File: src/rtl/audio_pkg.sv
// Shared audio definitions used by the mixer and the I2S transmitter.
package audio_pkg;

    localparam int SAMPLE_WIDTH = 16;
    localparam int SLOT_BITS = 16;
    localparam int FRAME_BITS = 32;
    localparam int COUNT_WIDTH = 16;

    // Falling-edge indices at which each slot's shift register is loaded.
    localparam int LOAD_LEFT_BIT = 1;
    localparam int LOAD_RIGHT_BIT = SLOT_BITS + 1;

    typedef enum logic {
        CH_LEFT  = 1'b0,
        CH_RIGHT = 1'b1
    } channelT;

    function automatic logic [COUNT_WIDTH-1:0] satInc(
        input logic [COUNT_WIDTH-1:0] v
    );
        return (v == {COUNT_WIDTH{1'b1}}) ? v : v + COUNT_WIDTH'(1);
    endfunction

endpackage

File: src/rtl/i2s_clock_gen.sv
// I2S bit/word clock generation and slot load strobes.
module i2s_clock_gen
    import audio_pkg::*;
#(
    parameter int BCLK_DIV = 4
) (
    input  logic clk,
    input  logic rst,
    output logic bclk,
    output logic lrclk,
    output logic fall,
    output logic loadLeft,
    output logic loadRight
);

    localparam int CW = $clog2(BCLK_DIV);
    localparam int FW = $clog2(FRAME_BITS);

    logic [CW-1:0] divCnt;
    logic [FW-1:0] f;
    logic [FW-1:0] fNext;
    logic          divLast;

    assign divLast = (divCnt == CW'(BCLK_DIV - 1));
    assign fNext = f + FW'(1);

    // Strobes describe what the current clk edge does, so the top can
    // update its registers on the same edge that bclk falls.
    assign fall = bclk && divLast;
    assign loadLeft = fall && (fNext == FW'(LOAD_LEFT_BIT));
    assign loadRight = fall && (fNext == FW'(LOAD_RIGHT_BIT));

    always_ff @(posedge clk or negedge rst) begin
        if (!rst) begin
            divCnt <= '0;
            bclk <= 1'b0;
            f <= '1;
            lrclk <= 1'b1;
        end else begin
            if (divLast) begin
                divCnt <= '0;
                bclk <= !bclk;
            end else begin
                divCnt <= divCnt + CW'(1);
            end
            if (fall) begin
                f <= fNext;
                lrclk <= fNext[FW-1];
            end
        end
    end

endmodule

File: src/rtl/i2s_transmitter.sv
// Stereo 16-bit I2S transmitter with per-channel hold registers and
// underrun detection.
module i2s_transmitter
    import audio_pkg::*;
#(
    parameter int BCLK_DIV = 4
) (
    input  logic                    clk,
    input  logic                    rst,
    input  logic [SAMPLE_WIDTH-1:0] sample,
    input  logic                    sample_valid,
    input  logic                    sample_is_left,
    output logic                    bclk,
    output logic                    lrclk,
    output logic                    sdata,
    output logic                    underrun,
    output logic [COUNT_WIDTH-1:0]  underrun_count
);

    logic fall;
    logic loadLeft;
    logic loadRight;

    logic [SAMPLE_WIDTH-1:0] leftHold;
    logic [SAMPLE_WIDTH-1:0] rightHold;
    logic [SAMPLE_WIDTH-1:0] shiftReg;
    logic                    leftFresh;
    logic                    rightFresh;
    logic [COUNT_WIDTH-1:0]  underrunCnt;

    channelT wrCh;
    logic    wrLeft;
    logic    wrRight;
    logic    staleLoad;

    i2s_clock_gen #(
        .BCLK_DIV(BCLK_DIV)
    ) clockGen (
        .clk(clk),
        .rst(rst),
        .bclk(bclk),
        .lrclk(lrclk),
        .fall(fall),
        .loadLeft(loadLeft),
        .loadRight(loadRight)
    );

    assign wrCh = sample_is_left ? CH_LEFT : CH_RIGHT;
    assign wrLeft = sample_valid && (wrCh == CH_LEFT);
    assign wrRight = sample_valid && (wrCh == CH_RIGHT);

    assign staleLoad = (loadLeft && !leftFresh) ||
                       (loadRight && !rightFresh);

    // A write landing on its own channel's load edge wins over the clear.
    always_ff @(posedge clk or negedge rst) begin
        if (!rst) begin
            leftHold <= '0;
            rightHold <= '0;
            leftFresh <= 1'b0;
            rightFresh <= 1'b0;
        end else begin
            if (loadLeft) leftFresh <= 1'b0;
            if (loadRight) rightFresh <= 1'b0;
            if (wrLeft) begin
                leftHold <= sample;
                leftFresh <= 1'b1;
            end
            if (wrRight) begin
                rightHold <= sample;
                rightFresh <= 1'b1;
            end
        end
    end

    always_ff @(posedge clk or negedge rst) begin
        if (!rst) begin
            shiftReg <= '0;
            underrun <= 1'b0;
            underrunCnt <= '0;
        end else begin
            if (loadLeft) begin
                shiftReg <= leftHold;
            end else if (loadRight) begin
                shiftReg <= rightHold;
            end else if (fall) begin
                shiftReg <= {shiftReg[SAMPLE_WIDTH-2:0], 1'b0};
            end
            underrun <= staleLoad;
            if (staleLoad) underrunCnt <= satInc(underrunCnt);
        end
    end

    assign sdata = shiftReg[SAMPLE_WIDTH-1];
    assign underrun_count = underrunCnt;

endmodule
File: config.mk
export PLATFORM = sky130hd
export DESIGN_NAME = i2s_transmitter
export DESIGN_NICKNAME = d
export VERILOG_FILES = /design/src/rtl/audio_pkg.sv /design/src/rtl/i2s_clock_gen.sv /design/src/rtl/i2s_transmitter.sv
export SDC_FILE = /design/constraint.sdc
export NUM_CORES = 1
export LEC_CHECK = 0
export CAP_MARGIN = 10
export CORE_ASPECT_RATIO = 1.5
export CORE_MARGIN = 4
export CORE_UTILIZATION = 40
export CTS_CLUSTER_DIAMETER = 40
export DETAILED_ROUTE_END_ITERATION = 12
export DONT_BUFFER_PORTS = 1
export PLACE_DENSITY_LB_ADDON = 0.2
export SLEW_MARGIN = 10
export SYNTH_ARGS = -nofsm -noshare
export SYNTH_HDL_FRONTEND = slang
export SYNTH_SLANG_ARGS = --single-unit
File: constraint.sdc
create_clock -name clk -period 4.8 [get_ports clk]
set_clock_uncertainty 0.05 [all_clocks]
set_input_delay 0.72 -clock clk [delete_from_list [all_inputs] [get_ports clk]]
set_output_delay 0.72 -clock clk [all_outputs]
set_load 0.005 [all_outputs]
==> Yosys cells after proc, flatten, opt, wreduce, memory -nomap -nowiden <==
Cells that the tools add are included.
W data, S select, Z words.
{ "word_totals": {"latch_bits": 0, "rom_bits": 0, "mem_bits_rw": 0, "mem_count": 0, "output_inout_bits": 20, "ff_bits": 76} }
{ "op_classes": {"n_mux": 9, "n_addsub": 3, "n_bitwise": 1, "n_lt_le_gt_ge": 0, "n_shift": 0, "eq_ne": 4, "div": 0, "multipliers": 0, "reduce_logical": 15} }
{ "ops": {"columns": ["cell", "n"], "rows": [
  ["$mux W16", 3],
  ["$add A16 B1 Y16 const B", 1],
  ["$eq A16 B16 Y1 const B", 1],
  ["$logic_and A1 B1 Y1", 7],
  ["$add A5 B1 Y5 const B", 1],
  ["$eq A5 B1 Y1 const B", 1],
  ["$eq A5 B5 Y1 const B", 1],
  ["$mux W1", 5],
  ["$reduce_bool A2 Y1", 2],
  ["$logic_not A1 Y1", 3],
  ["$reduce_bool A3 Y1", 1],
  ["$add A2 B1 Y2 const B", 1],
  ["$eq A2 B2 Y1 const B", 1],
  ["$mux W2", 1],
  ["$reduce_and A2 Y1", 1],
  ["$logic_or A1 B1 Y1", 1],
  ["$not A1 Y1", 1]
]} }

==> Logic depth before layout (Yosys ltp) <==
Gate-level depths: netlist (run 1).
{ "depth": {"depth_word": 6, "depth_mapped": 8} }

==> Modules after synthesis <==
Synthesis (run 1) repeated with hierarchy kept, for this count alone.
{ "unflattened": {"hier_cells": 294, "area_unflattened_um2": 3348.2} }
{ "modules_own_cells": {"columns": ["module", "cells_each", "n_inst", "area_per_inst_um2"], "rows": [
  ["i2s_transmitter", 256, 1, 2932.8],
  ["i2s_clock_gen", 38, 1, 415.4]
]} }

==> Least setup slack after synthesis (run 1) <==
OpenSTA, ideal clock, no wires.
{ "synth_path": {"kind": "register to register", "startpoint": "register clockGen.f[0]", "endpoint": "register shiftReg[11]", "required_ps": 4613, "stages_incl_launch_ff": 8, "arrival_ps": 1895, "n_path_buf": 1, "period_less_slack_ps": 2082, "setup_slack_ps": 2718, "path_cell_list": "dfstp_2 > ha_1 > xnor2_1 > o2111ai_4 > clkbuf_2 > or3_2 > o21ai_0 > a21oi_1"} }
{ "synth_between": {"elab_chain_cells": 5} }
{ "synth_rtl": {"columns": ["item", "line_no", "rtl"], "rows": [
  ["start: declaration", "i2s_clock_gen.sv:20", "logic [FW-1:0] f;"],
  ["start signal: assignment", "i2s_clock_gen.sv:47", "f <= fNext;"],
  ["$add A5 B1 Y5 *", "i2s_clock_gen.sv:25", "assign fNext = f + FW'(1);"],
  ["$eq A5 B5 Y1", "i2s_clock_gen.sv:31", "assign loadRight = fall && (fNext == FW'(LOAD_RIGHT_BIT));"],
  ["$logic_and A1 B1 Y1", "i2s_clock_gen.sv:31", null],
  ["$mux W16", "i2s_transmitter.sv:84", "end else if (loadRight) begin"],
  ["$mux W16", "i2s_transmitter.sv:82", "if (loadLeft) begin"],
  ["end signal: assignment", "i2s_transmitter.sv:83", "shiftReg <= leftHold;"],
  ["end signal: assignment", "i2s_transmitter.sv:85", "shiftReg <= rightHold;"],
  ["end signal: assignment", "i2s_transmitter.sv:87", "shiftReg <= {shiftReg[SAMPLE_WIDTH-2:0], 1'b0};"],
  ["end: declaration", "i2s_transmitter.sv:26", "logic [SAMPLE_WIDTH-1:0] shiftReg;"]
]} }
Every way passes the cells marked *; elsewhere a longest branch is shown, timed or not.
A chain may end at the register's enable or synchronous reset.

==> Worst setup path after layout (run 1) <==
{ "layout_path": {"startpoint": "register clockGen.divCnt[0]", "endpoint": "register underrunCnt[1] (netlist: underrun_count[1])"} }
{ "layout_between": {"elab_chain_cells": 6} }
{ "layout_rtl": {"columns": ["item", "line_no", "rtl"], "rows": [
  ["start: declaration", "i2s_clock_gen.sv:19", "logic [CW-1:0] divCnt;"],
  ["start signal: assignment", "i2s_clock_gen.sv:44", "divCnt <= divCnt + CW'(1);"],
  ["$eq A2 B2 Y1 *", "i2s_clock_gen.sv:24", "assign divLast = (divCnt == CW'(BCLK_DIV - 1));"],
  ["$logic_and A1 B1 Y1 *", "i2s_clock_gen.sv:29", "assign fall = bclk && divLast;"],
  ["$logic_and A1 B1 Y1, on equally long branches", "i2s_clock_gen.sv:30, i2s_clock_gen.sv:31", null],
  ["$logic_and A1 B1 Y1, on equally long branches", "i2s_transmitter.sv:52, i2s_transmitter.sv:53", null],
  ["$logic_or A1 B1 Y1 *", "i2s_transmitter.sv:52", "assign staleLoad = (loadLeft && !leftFresh) ||"],
  ["$reduce_and A2 Y1 (no line) *", null, null],
  ["end signal: assignment", "i2s_transmitter.sv:90", "if (staleLoad) underrunCnt <= satInc(underrunCnt);"],
  ["end: declaration", "i2s_transmitter.sv:29", "logic [COUNT_WIDTH-1:0] underrunCnt;"]
]} }
Marks and branches as above.

==> metrics, run 1 <==
post-route clock period utilization=57.8%; Antenna Nets Post-Route=0; Die ar.=9850 µm²; Slew HR=48.9%; crit end category=flop; post_cts resized=0; maximum clock path buffer count=2; Hold Vio Cnt, Final=0; fill cell count=778; Pwr Total=1.40 mW; Fmax=360 MHz; TritonCTS clock tree=yes; syn_area_per_cell=12.0 µm²; area of the multi-input gates=1370 µm²; RSZ-0062 raised after global routing=no; cell area after synthesis=3320 µm²; Num CTS Buffers=9; MaxCap Viol Count=0; antenna cells=0; Cell Int Power=1.09 mW; Die Y=120 µm; row count=40; worst slew pin tran=765 ps; Final Setup Violations=0; startpoint types=flop; starting density of the core=41.2%; DP Wirelength=4240 µm; hold buffer count at cts=0; routability cong.=0.743; CTS Sinks=75; final setup margin=2020 ps; Max Transition Viols Final=0; slowest stage delay, CP=630 ps; H-tree levels=3; Layout Nets=302; sum of buffers and inverters on the critical path=0; crit-path cells=ha_1 -> and2_1 -> o2111ai_4 -> nor3_4 -> nand2_1 -> mux2_2; status=complete, no violations; yosys warns=0; CTS root buffer=clkbuf_16; Placement Cell Area=3420 µm²; Finished Layout Cells=388; Die W=82.4 µm; Psw=314 µW; drc violations=0; Period minus WS final=2780 ps; total gr overflow=0; Setup CP Type=reg2reg; initial antenna violation count=0; Iteration-0 DRC Markers=104; DR vias/cell=5.43; Sum Neg Setup Slack=0 ps; total number of vias=2,107; Reg area=1880 µm²; Gate power share=5.2%; leakage=1.51 nW; Max FO, Critical Path=18; Slowest-stage cell, CP=nor3_4; port bufs=0; clock network power share=43.9%; DRT Pass-1 Iters=4; Worst Path Arrival=2940 ps; Placed Instances=372; wire per inst=16.5 µm; Total Routed Length=6390 µm; HP Class=in2async; largest net degree at the start of global routing=76; ratio of cells with drive above 1 in the final layout=26.5%; io pins=40; post-CTS setup buffers=0; core area=8060 µm²; Clock Latency Late Sink=330 ps; Net Sw Frac=22.5%; sequential power share=50.9%; vias in the first global route=2,189; Critical Path RT=4960 ps; synth-to-layout area growth=11.5%; Post-Syn Nets=300; R2R Setup Slk=2020 ps; top cell family by delay on the critical path=simple AND/OR/NAND/NOR gates; first-pass GRT wire length=10,800 µm; All-Layer GR Usage=14.5%; cells after synthesis=276; Seq/Total Area, Yosys=56.7%; clock slew at reported path FFs=60 ps; #FFs+latches synth=75; post-synth cell types=37; Setup WS pre-CTS=1950 ps; Peak VDD IR=0.000308 V; post-route cell area=3700 µm²; PD cells=378 nW/µm²
## power groups by stage
stage	logic [mW]	clock network, mW	registers (mW)
floorplan	0.0648	0	0.714
global placement	0.0704	0	0.723
detailed placement	0.0735	0	0.724
CTS	0.0741	0.634	0.713
global route	0.0812	0.661	0.718
finish	0.0725	0.614	0.713
## logic make-up after synthesis
group | share of synthesized area [%]
AO/OA/AOI/OAI | 10.2
buffers and inverters | 1.92
AND/OR/NAND/NOR | 12.3
flip-flops | 56.7
XOR/XNOR | 5.54
adder cells (fa/ha/maj) | 1.51
multiplexers | 11.8
## layout by cell type, fill, tap and decap left out, types with 4 or more instances in the layout
master | Yosys | layout
or3_2 | 15 | 15
o22ai_1 | 15 | 15
clkbuf_16 | 0 | 9
a21oi_1 | 19 | 19
mux2_2 | 33 | 33
dfstp_2 | 5 | 5
nand2_1 | 18 | 18
o21ai_0 | 15 | 15
xnor2_1 | 18 | 18
nand4_1 | 6 | 6
ha_1 | 4 | 4
dfrtp_1 | 70 | 70
nand3_1 | 8 | 8
## sequential cells by signal (all words and copies together), names as in the netlist
| name | flops |
|---|---|
| clockGen.bclk | 1 |
| underrun | 1 |
| shiftReg | 16 |
| clockGen.f | 5 |
| rightFresh | 1 |
| rightHold | 16 |
| leftFresh | 1 |
| clockGen.divCnt | 2 |
| underrun_count | 16 |
| leftHold | 16 |
## metal layers
layer / up-vias / part of all wire [%] / track usage (%)
met4: 0 / 2.5 / 6.76
met2: 31 / 51 / 22.2
met3: 11 / 5.0 / 4.88
li1: 1002 / - / -
met5: - / 0 / 0
met1: 1063 / 42 / 18.3
## cell type report
type / count / share of cell area (%)
multi-input combinational: 186 / 37.1
timing repair buffer: 3 / 0.609
sequential: 75 / 50.9
clock inverter: 7 / 1.45
tap: 105 / 3.55
clock buffer: 9 / 6.09
inverter: 3 / 0.304
## through the flow
step                      hold WS [ps]  utilization [%]
after global routing              13.7             45.9
after floorplan                    360                -
after detailed placement           372             42.4
final                             30.3             45.9
after global placement             368             42.4
after CTS                         15.4             45.9
## final timing paths
| check | start | endpoint | cells after the start |
|---|---|---|---|
| max in group asynchronous | rst | clockGen.f[4]$_DFFE_PN1P_ | 0 |
| min in group clk | clockGen.divCnt[0]$_DFF_PN0_ | clockGen.divCnt[0]$_DFF_PN0_ | 1 |
| worst min-delay path | rst | rightHold[12]$_DFFE_PN0P_ | 0 |
| worst min register to register | clockGen.divCnt[0]$_DFF_PN0_ | clockGen.divCnt[0]$_DFF_PN0_ | 1 |
| worst max-delay path | clockGen.divCnt[0]$_DFF_PN0_ | underrun_count[1]$_DFFE_PN0P_ | 6 |
| worst max register to register | clockGen.divCnt[0]$_DFF_PN0_ | underrun_count[1]$_DFFE_PN0P_ | 6 |
## cells in the mapped netlist (all sizes together)
library cell  count  share of area [%]
clkbuf            8               0.94
nor3              2               0.64
nand3             8                1.2
nor2              3               0.34
a21boi            1               0.23
nand2b            3               0.57
nand2            18                2.0
nand4             6                1.1
a211oi            1               0.23
buf               4               0.64
and3              3               0.57
ha                4                1.5
nor2b             2               0.38
o22ai            15                2.8
xor2              3               0.79
mux2             33                 11
and4              4                1.1
o2111a            1               0.34
or3              16                3.6
a21oi            19                2.9
dfstp             5                4.0
o2111ai           1               0.79
mux2i             2               0.60
xnor2            18                4.8
a31oi             1               0.19
and2              4               0.75
inv               3               0.34
dfrtp            70                 53
o21ai            18                2.7
Power figures use the tool's default switching activity.
==> run 2, diff against run 1 <==
clock period = 2.4 ns   (was 4.8 ns; I/O delays follow)
==> run 2 against run 1 <==
  * Final area grew 2.7%
  * Global-route usage rose by 0.34 points
  * Fmax is 25% higher
  * Sequential power grew 100%
  * Clock power up 110%
  * Utilization grew 1.2 points
  * Sequential share of layout area decreased by 1.3 points
  * Critical path type unchanged
==> metrics, run 2 (synthesis results as in run 1) <==
Period minus WS final=2220 ps; TritonCTS clock tree=yes; core area=8060 µm²; clock slew at reported path FFs=60 ps; Num CTS Buffers=9; Critical Path RT=2530 ps; Setup WS pre-CTS=194 ps; synth-to-layout area growth=14.4%; drc violations=0; worst slew pin tran=368 ps; Total Routed Length=6520 µm; fill cell count=719; reg2reg path depth=7; DR vias/cell=5.36; sum of buffers and inverters on the critical path=1; H-tree levels=3; slowest stage delay, CP=560 ps; Hold Vio Cnt, Final=0; Layout Nets=309; Antenna Nets Post-Route=0; row count=40; Max FO, Critical Path=17; antenna cells=0; post-route clock period utilization=92.4%; first-pass GRT wire length=11,400 µm; Peak VDD IR=0.000500 V; R2R Setup Slk=180 ps; status=complete, no violations; total number of vias=2,119; Die ar.=9850 µm²; MaxCap Viol Count=0; largest net degree at the start of global routing=76; Hold Crit Endpoint=leftHold[3]$_DFFE_PN0P_; WHS Path Cells=1; Fmax=451 MHz; reg-to-reg startpoint=clockGen.f[1]$_DFFE_PN1P_; HP Class=in2reg; wire per inst=16.5 µm; Slew HR=75.2%; Final Setup Violations=0; RSZ-0062 raised after global routing=no; Setup CP Type=reg2reg; FF-to-FF End=shiftReg[7]$_DFFE_PN0P_; top cell family by delay on the critical path=flip-flops; total gr overflow=0; Worst Path Arrival=2350 ps; area of the multi-input gates=1370 µm²; vias in the first global route=2,252; most common cell after layout, fill and taps aside=dfrtp_1; Die W=82.4 µm; maximum clock path buffer count=2; startpoint types=flop; port bufs=0; Max Transition Viols Final=0; leakage=1.57 nW; Die Y=120 µm; Sum Neg Setup Slack=0 ps; DP Wirelength=4200 µm; crit-path cells=ha_1 -> xnor2_1 -> o2111ai_4 -> buf_4 -> or3_2 -> o21ai_0 -> a21oi_1; routability cong.=0.770; starting density of the core=41.2%; final setup margin=181 ps; hold path startpoint=sample[3]; Iteration-0 DRC Markers=146; DRT Pass-1 Iters=4; Reg area=1880 µm²; Clock Latency Late Sink=330 ps; io pins=40; post-CTS setup buffers=0; PD cells=764 nW/µm²; CTS Sinks=75; ratio of cells with drive above 1 in the final layout=28.3%; Slowest-stage cell, CP=dfstp_2; commonest cells after routing, fill and taps aside=dfrtp_1, mux2_2, a21oi_1; CTS root buffer=clkbuf_16; crit end category=flop; All-Layer GR Usage=14.9%; initial antenna violation count=0
[run 2: cell count changes in the layout (fill, tap and decap cells not counted)]
| cell | previous run | this run |
|---|---|---|
| dlygate4sd3_1 | 0 | 1 |
| nand2_1 | 18 | 17 |
| buf_4 | 3 | 8 |
| nand2_2 | 0 | 1 |
| clkinvlp_4 | 3 | 2 |
| clkbuf_8 | 0 | 4 |
| clkinv_4 | 2 | 0 |
| buf_16 | 0 | 1 |
| inv_6 | 1 | 0 |
[run 2: how the worst max path moves through the flow]
| stage | end | from | cells past startpoint | slack, ps |
|---|---|---|---|---|
| 6_report | shiftReg[7]$_DFFE_PN0P_ | clockGen.f[1]$_DFFE_PN1P_ | 7 | 180 |
| 5_1_grt | shiftReg[11]$_DFFE_PN0P_ | clockGen.f[0]$_DFFE_PN1P_ | 7 | 20 |
| 4_1_cts | shiftReg[7]$_DFFE_PN0P_ | clockGen.f[0]$_DFFE_PN1P_ | 7 | 180 |
| 3_5_place_dp | shiftReg[5]$_DFFE_PN0P_ | clockGen.f[0]$_DFFE_PN1P_ | 7 | 190 |
| 3_3_place_gp | shiftReg[11]$_DFFE_PN0P_ | clockGen.f[0]$_DFFE_PN1P_ | 7 | 230 |
| 2_1_floorplan | shiftReg[11]$_DFFE_PN0P_ | clockGen.f[0]$_DFFE_PN1P_ | 7 | 320 |
[run 2: through the flow]
stage | utilization (%) | cell area (µm²) | hold WS (ps) | power (mW) | std cells
6_report | 47.1 | 3800 | 130 | 2.90 | 395
5_1_grt | 47.1 | 3800 | 120 | 3.03 | 395
4_1_cts | 47.1 | 3790 | 121 | 2.94 | 395
3_5_place_dp | 42.9 | 3460 | 17.4 | 1.60 | 377
3_3_place_gp | 42.9 | 3460 | 17.1 | 1.59 | 377
2_1_floorplan | - | 3320 | 14.4 | 1.56 | 276
[run 2: power by group]
group          total (mW)  internal (mW)  leakage [nW]  switching [mW]
Clock                1.30          0.810         0.144           0.489
Combinational       0.176          0.103         0.504          0.0739
Sequential           1.43           1.37         0.921          0.0551
Total                2.90           2.28          1.57           0.618
[run 2: timing repair]
action / in CTS / in global routing
gates resized for setup: 0 / 1
hold buffers: 2 / 0
endpoints found under the setup margin: 0 / 5
endpoints found under the hold margin: 75 / 0
[run 2: layer usage]
metal | vias up | GRT usage [%] | routed length (µm)
li1 | 1021 | - | -
met1 | 1057 | 19.7 | 2860
met2 | 30 | 22.9 | 3280
met3 | 11 | 3.68 | 271
met4 | 0 | 6.24 | 111
met5 | - | 0 | 0
[run 2: final cells by class]
cell class,instances,area share [%]
flip-flops and latches,75,49.6
well taps,105,3.46
multi-input cells,186,36.2
inverters,3,0.297
clock inverters,3,0.527
repair buffers,10,2.57
clock buffers,13,7.38
==> run 3, diff against run 2 <==
SLEW_MARGIN = 15   (was 10)
==> results of run 3 <==
Final layout, timing and power as in run 2 (identical DEF).
